**src/rtl/fir4_rr_sched.sv**
```systemverilog
// Round-robin scheduler sharing one 4-tap moving-sum FIR datapath among N sample channels.
// Optional per-channel synchronous history clear port enabled by FIR_SCHED_CLEAR_EN.
module fir4_rr_sched #(
    parameter int W = 16,
    parameter int N = 4,
    localparam int CW = (N > 1) ? $clog2(N) : 1
) (
    input  logic             clk,
    input  logic             reset_n,
    input  logic [N-1:0]     in_valid,
    input  logic [N*W-1:0]   in_data,
    output logic [N-1:0]     in_ready,
    output logic             out_valid,
    output logic [W+1:0]     out_data,
    output logic [CW-1:0]    out_ch,
`ifdef FIR_SCHED_CLEAR_EN
    input  logic [N-1:0]     clr,
`endif
    input  logic             out_ready
);

    logic [W-1:0]  r_h0 [N];
    logic [W-1:0]  r_h1 [N];
    logic [W-1:0]  r_h2 [N];
    logic [CW-1:0] r_ptr;
    logic          r_out_valid;
    logic [W+1:0]  r_out_data;
    logic [CW-1:0] r_out_ch;

    logic          w_free;
    logic          w_hi_found;
    logic [CW-1:0] w_hi_sel;
    logic          w_lo_found;
    logic [CW-1:0] w_lo_sel;
    logic          w_found;
    logic [CW-1:0] w_sel;
    logic          w_accept;
    logic [W-1:0]  w_x;
    logic [W-1:0]  w_sel_h0;
    logic [W-1:0]  w_sel_h1;
    logic [W-1:0]  w_sel_h2;
    logic [W+1:0]  w_sum;
    logic [CW-1:0] w_ptr_next;
    logic          w_sel_clr;

    // Reset gates the slot so no grant escapes while reset_n is low.
    assign w_free = reset_n && (!r_out_valid || out_ready);

    // Rotating priority: lowest requester at or above ptr wins, else lowest overall.
    always_comb begin
        w_hi_found = 1'b0;
        w_hi_sel   = '0;
        w_lo_found = 1'b0;
        w_lo_sel   = '0;
        for (int k = N - 1; k >= 0; k--) begin
            if (in_valid[k]) begin
                w_lo_found = 1'b1;
                w_lo_sel   = CW'(k);
                if (CW'(k) >= r_ptr) begin
                    w_hi_found = 1'b1;
                    w_hi_sel   = CW'(k);
                end
            end
        end
    end

    assign w_found  = w_hi_found || w_lo_found;
    assign w_sel    = w_hi_found ? w_hi_sel : w_lo_sel;
    assign w_accept = w_free && w_found;
    assign in_ready = w_accept ? (N'(1) << w_sel) : '0;

`ifdef FIR_SCHED_CLEAR_EN
    assign w_sel_clr = clr[w_sel];
`else
    assign w_sel_clr = 1'b0;
`endif

    assign w_x      = in_data[w_sel*W +: W];
    assign w_sel_h0 = w_sel_clr ? '0 : r_h0[w_sel];
    assign w_sel_h1 = w_sel_clr ? '0 : r_h1[w_sel];
    assign w_sel_h2 = w_sel_clr ? '0 : r_h2[w_sel];
    assign w_sum    = (W+2)'(w_x) + (W+2)'(w_sel_h0) + (W+2)'(w_sel_h1) + (W+2)'(w_sel_h2);
    assign w_ptr_next = (w_sel == CW'(N - 1)) ? '0 : w_sel + CW'(1);

    // Accept path writes the granted channel last so it overrides any clear.
    always_ff @(posedge clk or negedge reset_n) begin
        if (!reset_n) begin
            for (int k = 0; k < N; k++) begin
                r_h0[k] <= '0;
                r_h1[k] <= '0;
                r_h2[k] <= '0;
            end
            r_ptr       <= '0;
            r_out_valid <= 1'b0;
            r_out_data  <= '0;
            r_out_ch    <= '0;
        end else begin
`ifdef FIR_SCHED_CLEAR_EN
            for (int k = 0; k < N; k++) begin
                if (clr[k]) begin
                    r_h0[k] <= '0;
                    r_h1[k] <= '0;
                    r_h2[k] <= '0;
                end
            end
`endif
            if (w_accept) begin
                r_h2[w_sel] <= w_sel_h1;
                r_h1[w_sel] <= w_sel_h0;
                r_h0[w_sel] <= w_x;
                r_ptr       <= w_ptr_next;
                r_out_valid <= 1'b1;
                r_out_data  <= w_sum;
                r_out_ch    <= w_sel;
            end else if (out_ready) begin
                r_out_valid <= 1'b0;
            end
        end
    end

    assign out_valid = r_out_valid;
    assign out_data  = r_out_data;
    assign out_ch    = r_out_ch;

endmodule
```
**config.mk**
```make
export PLATFORM = sky130hd
export DESIGN_NAME = fir4_rr_sched
export DESIGN_NICKNAME = d
export VERILOG_FILES = /design/src/rtl/fir4_rr_sched.sv
export SDC_FILE = /design/constraint.sdc
export NUM_CORES = 1
export LEC_CHECK = 0
export BUFFER_PORTS_ARGS = -buffer_cell sky130_fd_sc_hd__buf_2
export CAP_MARGIN = 20
export CORE_MARGIN = 1
export CORE_UTILIZATION = 40
export CTS_CLUSTER_DIAMETER = 60
export DETAILED_ROUTE_END_ITERATION = 16
export PLACE_DENSITY = 0.57
export SETUP_SLACK_MARGIN = 0.02
export SLEW_MARGIN = 5
export SYNTH_ARGS = -nofsm -noshare
export SYNTH_HDL_FRONTEND = slang
export SYNTH_SLANG_ARGS = --single-unit
```
**constraint.sdc**
```tcl
create_clock -name clk -period 12.31 [get_ports clk]
set_input_delay 1.231 -clock clk [delete_from_list [all_inputs] [get_ports clk]]
set_output_delay 1.231 -clock clk [all_outputs]
set_load 0.005 [all_outputs]
```
==> impl_metrics.tcl <==
set metrics [dict create \
    rows 62 \
    fmax_mhz 151 \
    syn2layout_area_growth_pct 13.9 \
    rsz0062_at_grt "false" \
    max-cap-violations 0 \
    rrSetupSlack_ps 5920 \
    finalSetupViolCount 0 \
    clockRootBuffer "clkbuf_16" \
    status "complete, no violations" \
    vias 7481 \
    cts_buffers 25 \
    register_area_um2 5380 \
    yosysWarnings 0 \
    gr-total-overflow 0 \
    maxSlewHeadroom 0.432 \
    cts_tree "done" \
    hpwl_mm 15.0 \
    cts_buffer_depth 3 \
    fp.dieW_um 172 \
    path_class "in2reg" \
    cts.sinks 215 \
    crit_path_end_kind "flop" \
    worst-slew-pin-transition_ps 852 \
    yosysUniqueCellTypes 44 \
    multi_input_area_um2 5740 \
    crit_required_ps 12690 \
    synthCells 996 \
    start_kind "input port" \
    grt_pass1_wl_mm 39.9 \
    min_period_over_period 0.536 \
    dr.pass1.iters 6 \
    path_clk_slew_ps 60 \
    design.portCount 96 \
    num-fill-cells 2618 \
    post_cts_buffers 0 \
    final_common_cell "dfrtp_1" \
    coreArea_um2 28600 \
    dp_cells 1436 \
    layout_common_cells "dfrtp_1 (215), mux2_2 (169), nand2_1 (145)" \
    num_antenna_cells 0 \
    layout-drive-gt1-share 0.297 \
    critPathArrivalTime_ps 6990 \
    syn_nets 1120 \
    hp-class "reg2reg" \
    critPathMaxFanout 121 \
    route.detailed.drc 0 \
    finalSetupTns_ps 0 \
    drt_iter0_markers 391 \
    cts_htree_levels 1 \
    ys_seq_area_frac 0.463 \
    grt_pass1_vias 7609 \
    ant_nets 0 \
    numPortBuffers 95 \
    gp_congestion 0.819 \
    routed_wl_mm 24.1 \
    layoutNonFillerInstCount 1481 \
    nets 1204 \
    grt_max_degree 122 \
    syn_area_um2 11600 \
    synth-seq-cells 215 \
    antenna_found_initial 0 \
    clock_latency_ps 510 \
    start_util 0.406 \
    final_max_slew_viol_count 0 \
    cts_hold_buf 0 \
    grt_use_total 0.168 \
    hold_viol 0 \
    cts_resized 0 \
    avgViaCountPerCell 5.05 \
    die_h_um 172 \
    die_area_um2 29800 \
    avgRoutedWirePerCell_um 16.3 \
    avgSynthCellArea_um2 11.7 \
    clock_skew_ps 5.48 \
    period_minus_slack_ps 6600 \
]
-- metal layers --
layer  wire length (um)  up-vias  share of wire  global-route usage
met2              10700      112           0.44               0.263
li1                   -     3587              -                   -
met3                814       27          0.034              0.0224
met1              12200     3755           0.51               0.248
met4                427        0          0.018              0.0362
met5                  0        -              0                   0
-- cell families after synthesis --
kind of cell,share of synthesized area
buf+inv,0.0456
flops,0.463
mux,0.288
simple gates,0.0645
xor+xnor,0.00829
fa+ha+maj,0.0777
compound gates,0.0531
-- per-stage QoR --
| step | utilization | setup WS, ps | instance area (um^2) | hold WS [ps] |
|---|---|---|---|---|
| after floorplan | - | 7030 | 11600 | 449 |
| after global placement | 0.434 | 5400 | 12400 | 456 |
| after detailed placement | 0.434 | 5230 | 12400 | 465 |
| after CTS | 0.462 | 5770 | 13200 | 479 |
| after global routing | 0.463 | 5380 | 13200 | 502 |
| final | 0.463 | 5710 | 13200 | 470 |
-- cells in the mapped netlist --
library cell,number,area share
a211o_1,2,0.0015
a21boi_0,1,0.00065
a21o_1,4,0.0026
a21oi_1,16,0.0069
a221oi_1,1,0.00075
a311oi_1,1,0.00075
a31oi_1,6,0.0032
a32o_1,2,0.0017
and2_1,1,0.00054
and3_1,3,0.0016
buf_1,4,0.0013
buf_2,15,0.0065
buf_4,1,0.00065
buf_6,9,0.0087
clkbuf_1,22,0.0071
clkinv_1,4,0.0013
clkinv_2,1,0.00043
dfrtp_1,215,0.46
fa_1,32,0.055
ha_1,21,0.023
inv_1,61,0.020
mux2_1,5,0.0048
mux2_2,169,0.16
mux2i_1,139,0.12
nand2_1,145,0.047
nand2_2,1,0.00054
nand2b_1,3,0.0016
nand3_1,13,0.0056
nor2_1,5,0.0016
nor2b_1,5,0.0027
nor3_1,2,0.00086
nor3b_1,4,0.0026
o2111ai_1,1,0.00075
o211ai_1,1,0.00065
o21a_1,6,0.0039
o21ai_0,56,0.024
o21ai_1,1,0.00043
o21bai_1,1,0.00065
o311ai_0,2,0.0015
o31ai_1,1,0.00065
o32a_1,1,0.00086
o41ai_1,2,0.0015
xnor2_1,8,0.0060
xor2_1,3,0.0023
-- state kept, by name, summed over array words and instances (netlist names) --
register	flops
r_h0	64
r_h1	64
r_h2	64
out_data	18
out_ch	2
r_ptr	2
out_valid	1
-- final timing paths --
path / from / to / cells after the start
max: in_valid[1] / out_data[15]$_DFFE_PN0P_ / 18
min: out_data[3]$_DFFE_PN0P_ / out_data[3]$_DFFE_PN0P_ / 2
max reg2reg: r_ptr[1]$_DFFE_PN0P_ / out_data[15]$_DFFE_PN0P_ / 18
min reg2reg: out_data[3]$_DFFE_PN0P_ / out_data[3]$_DFFE_PN0P_ / 2
max in group asynchronous: reset_n / r_h0[35]$_DFFE_PN0P_ / 3
min in group asynchronous: reset_n / r_h1[7]$_DFFE_PN0P_ / 1
-- critical path, cell delays in order --
cell	delay, ps
buf_2	120
nor3b_1	200
o32a_2	200
buf_12	520
clkinv_2	540
buf_4	410
mux2i_1	160
mux2i_1	380
fa_1	530
fa_1	500
ha_1	240
fa_1	420
a21oi_1	210
o21ai_0	180
a31oi_1	470
a32o_1	260
xor2_1	140
o21ai_0	80
-- area by class of cell --
class,instances,area share
multi-input combinational,664,0.433
sequential,215,0.406
clock buffer,36,0.0564
timing repair buffer,108,0.0458
tap,384,0.0363
inverter,66,0.0188
clock inverter,8,0.00350
Power is left out: the tool's default activity adds up to more than one toggle a clock period on the data nets, which glitch-free logic cannot reach.
